**config.mk**
```make
export PLATFORM = sky130hd
export DESIGN_NAME = fp_mul_round_pipe
export DESIGN_NICKNAME = d
export VERILOG_FILES = /design/src/rtl/fp_pkg.sv /design/src/rtl/fp_mul_round_pipe_inc.sv /design/src/rtl/fp_mul_round_pipe.sv
export SDC_FILE = /design/constraint.sdc
export NUM_CORES = 1
export LEC_CHECK = 0
export ABC_AREA = 1
export CAP_MARGIN = 25
export CORE_UTILIZATION = 50
export CTS_BUF_LIST = sky130_fd_sc_hd__clkbuf_4 sky130_fd_sc_hd__clkbuf_8 sky130_fd_sc_hd__clkbuf_16
export CTS_CLUSTER_SIZE = 28
export DETAILED_ROUTE_END_ITERATION = 10
export PLACE_DENSITY = 0.81
export SYNTH_ARGS = -nofsm -noshare
export SYNTH_HDL_FRONTEND = slang
export SYNTH_SLANG_ARGS = --single-unit
```
**constraint.sdc**
```tcl
create_clock -name clk -period 5.4 [get_ports clk]
set_clock_uncertainty 0.1 [all_clocks]
set_input_delay 0.81 -clock clk [delete_from_list [all_inputs] [get_ports clk]]
set_output_delay 0.81 -clock clk [all_outputs]
set_load 0.01 [all_outputs]
```
**src/rtl/fp_pkg.sv**
```systemverilog
// Shared FP32 types and constants for the multiplier/adder datapaths.
// Rounding-mode encoding, magnitudes and the packed single layout.
package fp_pkg;

  typedef enum logic [2:0] {
    RNE = 3'd0,
    RTZ = 3'd1,
    RDN = 3'd2,
    RUP = 3'd3,
    RMM = 3'd4
  } rmode_e;

  localparam int          EXP_BIAS   = 127;
  localparam logic [30:0] FP_INF_MAG = 31'h7F800000;
  localparam logic [30:0] FP_MAX_MAG = 31'h7F7FFFFF;
  localparam logic [31:0] QNAN       = 32'h7FC00000;

  typedef struct packed {
    logic        sign;
    logic [7:0]  exp;
    logic [22:0] frac;
  } fp32_t;

  // Reserved encodings 5..7 behave as round-to-nearest-even.
  function automatic rmode_e rmode_norm(
    input logic [2:0] m
  );
    if (m > 3'd4) return RNE;
    return rmode_e'(m);
  endfunction

endpackage

```
**src/rtl/fp_mul_round_pipe_inc.sv**
```systemverilog
// Round-increment decision shared by the FP multiplier and adder paths.
// Pure combinational: sign, kept LSB, guard and sticky in, increment out.
module fp_round_inc
  import fp_pkg::*;
(
  input  logic       i_sign,
  input  logic       i_lsb,
  input  logic       i_g,
  input  logic       i_s,
  input  logic [2:0] i_rmode,
  output logic       o_inc
);

  always_comb begin
    o_inc = 1'b0;
    case (rmode_norm(i_rmode))
      RNE:     o_inc = i_g && (i_s || i_lsb);
      RTZ:     o_inc = 1'b0;
      RDN:     o_inc = i_sign && (i_g || i_s);
      RUP:     o_inc = !i_sign && (i_g || i_s);
      RMM:     o_inc = i_g;
      default: o_inc = i_g && (i_s || i_lsb);
    endcase
  end

endmodule

```
**src/rtl/fp_mul_round_pipe.sv**
```systemverilog
// FP32 multiplier back end: normalize, round, pack over a 2-stage pipe.
// Optional sticky flags when FP_MUL_STICKY_FLAGS_EN is defined.
module fp_mul_round_pipe
  import fp_pkg::*;
#(
  parameter int          EXP_W = 10,
  parameter logic [31:0] QNAN  = 32'h7FC00000
) (
  input  logic                    clk,
  input  logic                    rst,
  input  logic                    in_valid,
  output logic                    in_ready,
  input  logic                    sign,
  input  logic signed [EXP_W-1:0] exp_sum,
  input  logic [47:0]             frc_Z_full,
  input  logic                    is_zero,
  input  logic                    is_inf,
  input  logic                    is_nan,
  input  logic [2:0]              r_mode,
  output logic                    out_valid,
  input  logic                    out_ready,
`ifdef FP_MUL_STICKY_FLAGS_EN
  input  logic                    flag_clr,
  output logic                    sticky_ovrf,
  output logic                    sticky_udrf,
`endif
  output logic [31:0]             fp_Z,
  output logic                    ovrf,
  output logic                    udrf
);

  localparam int EW = EXP_W + 1;
  localparam logic signed [EW-1:0] EMAX = EW'(255);
  localparam logic signed [EW-1:0] EMIN = EW'(0);

  logic w_s1_en;
  logic w_s2_en;

  logic                 w_norm;
  logic [23:0]          w_sig;
  logic                 w_g;
  logic                 w_s;
  logic signed [EW-1:0] w_e;

  logic                 r_s1_valid;
  logic                 r_s1_sign;
  logic [23:0]          r_s1_sig;
  logic                 r_s1_g;
  logic                 r_s1_s;
  logic signed [EW-1:0] r_s1_e;
  logic                 r_s1_nan;
  logic                 r_s1_inf;
  logic                 r_s1_zero;
  logic [2:0]           r_s1_rmode;

  logic                 w_inc;
  logic                 w_c23;
  logic                 w_carry;
  logic [22:0]          w_frac;
  logic signed [EW-1:0] w_e2;
  logic                 w_ovf_inf;
  fp32_t                w_pk;
  logic [31:0]          w_z;
  logic                 w_ovf;
  logic                 w_udf;

  logic                 r_out_valid;
  logic [31:0]          r_fp_z;
  logic                 r_ovrf;
  logic                 r_udrf;

  assign w_s2_en  = !r_out_valid || out_ready;
  assign w_s1_en  = !r_s1_valid || w_s2_en;
  assign in_ready = w_s1_en;

  assign w_norm = frc_Z_full[47];
  assign w_sig  = w_norm ? frc_Z_full[47:24]
                         : frc_Z_full[46:23];
  assign w_g    = w_norm ? frc_Z_full[23]
                         : frc_Z_full[22];
  assign w_s    = w_norm ? |frc_Z_full[22:0]
                         : |frc_Z_full[21:0];
  assign w_e    = {exp_sum[EXP_W-1], exp_sum}
                + {{EXP_W{1'b0}}, w_norm};

  always_ff @(posedge clk) begin
    if (rst) begin
      r_s1_valid <= 1'b0;
    end else if (w_s1_en) begin
      r_s1_valid <= in_valid;
    end
  end

  always_ff @(posedge clk) begin
    if (w_s1_en && in_valid) begin
      r_s1_sign  <= sign;
      r_s1_sig   <= w_sig;
      r_s1_g     <= w_g;
      r_s1_s     <= w_s;
      r_s1_e     <= w_e;
      r_s1_nan   <= is_nan;
      r_s1_inf   <= is_inf;
      r_s1_zero  <= is_zero;
      r_s1_rmode <= r_mode;
    end
  end

  fp_round_inc u_inc (
    .i_sign  (r_s1_sign),
    .i_lsb   (r_s1_sig[0]),
    .i_g     (r_s1_g),
    .i_s     (r_s1_s),
    .i_rmode (r_s1_rmode),
    .o_inc   (w_inc)
  );

  // Carry out of the 24-bit significand needs the low 23 bits to wrap
  // and the leading bit set; the wrapped fraction is then already zero.
  assign {w_c23, w_frac} = {1'b0, r_s1_sig[22:0]} + 24'(w_inc);
  assign w_carry = w_c23 & r_s1_sig[23];
  assign w_e2    = r_s1_e + {{EXP_W{1'b0}}, w_carry};

  always_comb begin
    w_ovf_inf = 1'b1;
    case (rmode_norm(r_s1_rmode))
      RTZ:     w_ovf_inf = 1'b0;
      RDN:     w_ovf_inf = r_s1_sign;
      RUP:     w_ovf_inf = !r_s1_sign;
      default: w_ovf_inf = 1'b1;
    endcase
  end

  assign w_pk = '{
    sign: r_s1_sign,
    exp:  w_e2[7:0],
    frac: w_frac
  };

  always_comb begin
    w_z   = '0;
    w_ovf = 1'b0;
    w_udf = 1'b0;
    if (r_s1_nan) begin
      w_z = QNAN;
    end else if (r_s1_inf) begin
      w_z = {r_s1_sign, FP_INF_MAG};
    end else if (r_s1_zero) begin
      w_z = {r_s1_sign, 31'b0};
    end else if (w_e2 >= EMAX) begin
      w_ovf = 1'b1;
      w_z   = {r_s1_sign,
               w_ovf_inf ? FP_INF_MAG : FP_MAX_MAG};
    end else if (w_e2 <= EMIN) begin
      w_udf = 1'b1;
      w_z   = {r_s1_sign, 31'b0};
    end else begin
      w_z = w_pk;
    end
  end

  always_ff @(posedge clk) begin
    if (rst) begin
      r_out_valid <= 1'b0;
      r_fp_z      <= '0;
      r_ovrf      <= 1'b0;
      r_udrf      <= 1'b0;
    end else if (w_s2_en) begin
      r_out_valid <= r_s1_valid;
      r_fp_z      <= r_s1_valid ? w_z : 32'b0;
      r_ovrf      <= r_s1_valid && w_ovf;
      r_udrf      <= r_s1_valid && w_udf;
    end
  end

  assign out_valid = r_out_valid;
  assign fp_Z      = r_fp_z;
  assign ovrf      = r_ovrf;
  assign udrf      = r_udrf;

`ifdef FP_MUL_STICKY_FLAGS_EN
  logic w_xfer;
  logic r_st_ovrf;
  logic r_st_udrf;

  assign w_xfer = r_out_valid && out_ready;

  // A flagged transfer outranks a same-cycle clear.
  always_ff @(posedge clk) begin
    if (rst) begin
      r_st_ovrf <= 1'b0;
      r_st_udrf <= 1'b0;
    end else begin
      if (w_xfer && r_ovrf) r_st_ovrf <= 1'b1;
      else if (flag_clr)    r_st_ovrf <= 1'b0;
      if (w_xfer && r_udrf) r_st_udrf <= 1'b1;
      else if (flag_clr)    r_st_udrf <= 1'b0;
    end
  end

  assign sticky_ovrf = r_st_ovrf;
  assign sticky_udrf = r_st_udrf;
`endif

endmodule

```
==> metrics.txt <==
# TYPE chip_impl_metric gauge
chip_impl_metric{name="crit_arrival",unit="ns"} 4.88
chip_impl_metric{name="intPower",unit="uW"} 1028
chip_impl_metric{name="syn_nets",unit=""} 651
chip_impl_metric{name="multi_input_comb_area",unit="sq um"} 2064
chip_impl_metric{name="nFillCells",unit=""} 695
chip_impl_metric{name="synth.cell_area",unit="sq um"} 4388
chip_impl_metric{name="synth-seq-cells",unit=""} 80
chip_impl_metric{name="cts_inserted_buffers",unit=""} 9
chip_impl_metric{name="dr.pass1.iters",unit=""} 4
chip_impl_metric{name="hold_ws",unit="ns"} 0.3657
chip_impl_metric{name="cts.htree.levels",unit=""} 3
chip_impl_metric{name="leakagePower",unit="uW"} 0.002265
chip_impl_metric{name="globalRouteTotalUtil",unit=""} 0.2367
chip_impl_metric{name="layout_worst_path_cycle_share",unit=""} 0.8824
chip_impl_metric{name="clk_path_buf_depth",unit=""} 2
chip_impl_metric{name="antenna_cells_inserted",unit=""} 0
chip_impl_metric{name="synth-warning-count",unit=""} 0
chip_impl_metric{name="wl",unit="microns"} 9995
chip_impl_metric{name="detailed_place_hpwl",unit="microns"} 7858
chip_impl_metric{name="synthesized_area_fraction_occupied_by_ao_oa_aoi_and_oai_cells",unit=""} 0.09296
chip_impl_metric{name="grt_max_degree",unit=""} 45
chip_impl_info{name="setup.worst_path.start_class",value="flip-flop"} 1
chip_impl_metric{name="top_level_ports",unit=""} 105
chip_impl_metric{name="post-place-cells",unit=""} 771
chip_impl_metric{name="final_cell_count_no_fill",unit=""} 786
chip_impl_metric{name="grt_pass1_vias",unit=""} 3748
chip_impl_info{name="cts_tree",value="yes"} 1
chip_impl_metric{name="yosys.area_share.simple",unit=""} 0.3159
chip_impl_metric{name="vias",unit=""} 4008
chip_impl_metric{name="crit_path_max_incr_delay",unit="ns"} 0.47
chip_impl_info{name="holdCritPathClass",value="reg -> reg"} 1
chip_impl_metric{name="design.die.area",unit="sq um"} 9155
chip_impl_metric{name="rows",unit=""} 33
chip_impl_metric{name="ant_nets",unit=""} 0
chip_impl_metric{name="p_switching",unit="uW"} 322.5
chip_impl_info{name="outcome",value="finished clean"} 1
chip_impl_metric{name="grt_overflow",unit=""} 0
chip_impl_metric{name="required",unit="ns"} 5.51
chip_impl_metric{name="via_per_inst",unit=""} 5.099
chip_impl_metric{name="fp.dieW",unit="microns"} 95.68
chip_impl_metric{name="relSlewSlack",unit=""} 0.5636
chip_impl_metric{name="multiplexer_share_of_the_synthesized_area",unit=""} 0
chip_impl_metric{name="syn_area_per_cell",unit="sq um"} 7.618
chip_impl_metric{name="maximum_fanout_along_the_worst_path",unit=""} 19
chip_impl_metric{name="wl_per_cell",unit="microns"} 12.72
chip_impl_metric{name="placeableCoreArea",unit="sq um"} 8341
chip_impl_metric{name="worstSkewPairLatency",unit="ns"} 0.34
chip_impl_metric{name="power.sequential.fraction",unit=""} 0.518
chip_impl_metric{name="finalMaxSlewViolations",unit=""} 0
chip_impl_info{name="cts-root-buf",value="clkbuf_8"} 1
chip_impl_metric{name="clk_transition_reported_paths",unit="ns"} 0.08
chip_impl_metric{name="synth-seq-area-share",unit=""} 0.4654
chip_impl_metric{name="drcViolationCount",unit=""} 0
chip_impl_info{name="combinational_family_with_the_most_area_after_synthesis",value="simple AND/OR/NAND/NOR gates"} 1
chip_impl_metric{name="power.share.combinational",unit=""} 0.144
chip_impl_metric{name="floorplan.initialDensity",unit=""} 0.5261
chip_impl_info{name="most_common_cell_on_crit_path",value="nand2_1"} 1
chip_impl_metric{name="1st_iter_drt_viols",unit=""} 237
chip_impl_info{name="setup.worst_path.class",value="reg -> reg"} 1
chip_impl_metric{name="synth_adder_area_share",unit=""} 0.01711
chip_impl_metric{name="synthesis.instances",unit=""} 576
chip_impl_metric{name="final_core_utilization",unit=""} 0.6859
chip_impl_info{name="crit_path_top_delay_cell",value="nand2_1"} 1
chip_impl_metric{name="power.share.clock",unit=""} 0.338
chip_impl_metric{name="finalSetupViolations",unit=""} 0
chip_impl_metric{name="cap_viol_max_count",unit=""} 0
chip_impl_metric{name="max_freq",unit="MHz"} 209.9
chip_impl_metric{name="setup_tns",unit="ns"} 0
chip_impl_metric{name="netSwitchingFraction",unit=""} 0.2388
chip_impl_metric{name="max-vdd-ir-drop",unit="uV"} 98.10
chip_impl_metric{name="dieHeight",unit="microns"} 95.68
chip_impl_info{name="critPathCaptureType",value="flip-flop"} 1
chip_impl_metric{name="layout_min_cycle_time",unit="ns"} 4.765
chip_impl_metric{name="clock-sinks",unit=""} 80
chip_impl_metric{name="cellPowerDensity",unit="nW/um^2"} 236.1
chip_impl_metric{name="yosys.cell_types.count",unit=""} 34
chip_impl_metric{name="post_synth_xor_area_fraction",unit=""} 0.04391
chip_impl_metric{name="synthToLayoutAreaGrowth",unit="%"} 30.37
chip_impl_metric{name="placement.io_buffers",unit=""} 104
chip_impl_metric{name="antenna_violations_before_repair",unit=""} 0
chip_impl_metric{name="ff_latch_area",unit="sq um"} 2042
chip_impl_metric{name="num-nets-final",unit=""} 752
chip_impl_metric{name="post_cts_resize_count",unit=""} 0
chip_impl_metric{name="post-cts-setup-buffers",unit=""} 0
chip_impl_metric{name="finalHoldViolCount",unit=""} 0
chip_impl_info{name="setup_repair_after_global_routing_missed_its_margin",value="no"} 1
chip_impl_metric{name="grt_pass1_wl",unit="microns"} 16790
chip_impl_metric{name="timing_worst_slew_pin_value",unit="ns"} 0.6539
chip_impl_metric{name="routabilityCongestion",unit=""} 0.9351
chip_impl_metric{name="cts.hold.buffers_added",unit=""} 0
chip_impl_metric{name="layout-drive-gt1-share",unit=""} 0.05580
## power by group through the flow
stage | Sequential [uW] | Clock (uW) | Combinational [uW]
after detailed placement | 713 | 0 | 193
after global routing | 703 | 490 | 218
after CTS | 699 | 467 | 195
after global placement | 712 | 0 | 187
final | 699 | 457 | 195
after floorplan | 707 | 0 | 104
## kinds of logic (layout without fill, tap and decap cells)
| group | count (synthesis) | after routing |
|---|---|---|
| buffers and inverters | 66 | 171 |
| adders and majority gates | 6 | 6 |
| AOI/OAI and AO/OA | 78 | 78 |
| and+or+nand+nor | 324 | 324 |
| xor gates and xnor gates | 22 | 22 |
| DFF | 80 | 80 |
## metrics by stage
step                power (uW)  setup slack (ns)  area, sq um
floorplan                811.4             1.362         4388
global placement         899.1            0.8051         5489
detailed placement       906.0            0.6567         5517
CTS                       1361            0.6463         5720
global route              1410           0.03285         5720
finish                    1350            0.6348         5720
## critical path: cells and delay by family (launching register included)
| family | cells | cell delay (ns) |
|---|---|---|
| and+or+nand+nor | 19 | 2.44 |
| AOI/OAI and AO/OA | 7 | 0.79 |
| adders and majority gates | 3 | 0.73 |
| DFF | 1 | 0.42 |
| buffers and inverters | 2 | 0.15 |
## flip-flops by register name (all words and copies together), names as in the netlist, 3 cells and up
register	cells
r_s1_e	11
fp_Z	32
r_s1_sig	24
r_s1_rmode	3
## synthesized netlist by cell type
library cell | instances | area share
nor3_1 | 6 | 0.0068
edfxtp_1 | 44 | 0.30
nor2_1 | 37 | 0.032
inv_2 | 1 | 0.00085
nand3_2 | 3 | 0.0068
nand2_4 | 1 | 0.0026
nor3b_1 | 2 | 0.0034
nor3_2 | 1 | 0.0023
a22oi_1 | 2 | 0.0034
nor2_4 | 2 | 0.0051
nand2_1 | 216 | 0.18
buf_4 | 1 | 0.0017
nand2_2 | 5 | 0.0071
nor2_2 | 3 | 0.0043
buf_6 | 4 | 0.010
ha_1 | 6 | 0.017
buf_2 | 2 | 0.0023
inv_1 | 45 | 0.038
or2_2 | 2 | 0.0029
o21ai_1 | 16 | 0.018
nor4_1 | 6 | 0.0086
o21bai_1 | 2 | 0.0034
a21oi_1 | 41 | 0.047
a31oi_1 | 1 | 0.0014
o211ai_1 | 1 | 0.0017
o21ai_0 | 14 | 0.016
nand4_1 | 10 | 0.014
nand3b_1 | 2 | 0.0034
xnor2_1 | 6 | 0.012
xor2_1 | 16 | 0.032
nand3_1 | 28 | 0.032
clkbuf_1 | 13 | 0.011
o2111ai_1 | 1 | 0.0020
dfxtp_1 | 36 | 0.16
## cell type report
class | count | share of cell area
Clock buffer | 10 | 0.02297
Inverter | 46 | 0.03018
Multi-Input combinational cell | 430 | 0.3609
Sequential cell | 80 | 0.3570
Clock inverter | 5 | 0.01269
Timing Repair Buffer | 110 | 0.1934
Tap cell | 105 | 0.02297
## routing by layer
layer	GRT usage	vias to the layer above	part of all wire
met5	0	-	0
met2	0.3792	141	0.45
li1	-	2088	-
met4	0.09826	0	0.017
met1	0.3175	1763	0.47
met3	0.03828	16	0.057
## cells in the final DEF, fill, tap and decap left out, types with 2 or more instances in the layout
| cell type | netlist | layout |
|---|---|---|
| a21oi_1 | 41 | 41 |
| a22oi_1 | 2 | 2 |
| buf_4 | 1 | 5 |
| bufinv_16 | 0 | 2 |
| clkbuf_8 | 0 | 9 |
| clkdlybuf4s50_1 | 0 | 104 |
| clkinv_1 | 0 | 2 |
| dfxtp_1 | 36 | 36 |
| edfxtp_1 | 44 | 44 |
| ha_1 | 6 | 6 |
| inv_1 | 45 | 45 |
| nand2_1 | 216 | 216 |
| nand2_2 | 5 | 5 |
| nand3_1 | 28 | 28 |
| nand3_2 | 3 | 3 |
| nand3b_1 | 2 | 2 |
| nand4_1 | 10 | 10 |
| nor2_1 | 37 | 36 |
| nor2_2 | 3 | 4 |
| nor2_4 | 2 | 2 |
| nor3_1 | 6 | 6 |
| nor3b_1 | 2 | 2 |
| nor4_1 | 6 | 6 |
| o21ai_0 | 14 | 14 |
| o21ai_1 | 16 | 16 |
| o21bai_1 | 2 | 2 |
| or2_2 | 2 | 2 |
| xnor2_1 | 6 | 6 |
| xor2_1 | 16 | 16 |
## path summary, 6_finish.rpt
check	startpoint	to	slack (ns)	cells after the start
hold / removal	fp_Z[19]$_SDFFE_PP0P_	fp_Z[19]$_SDFFE_PP0P_	0.37	2
setup reg to reg	r_s1_rmode[2]$_DFFE_PP_	fp_Z[15]$_SDFFE_PP0P_	0.63	31
setup / recovery	r_s1_rmode[2]$_DFFE_PP_	fp_Z[15]$_SDFFE_PP0P_	0.63	31
hold reg to reg	fp_Z[19]$_SDFFE_PP0P_	fp_Z[19]$_SDFFE_PP0P_	0.37	2
No activity file was read; power rests on OpenSTA's default activity.
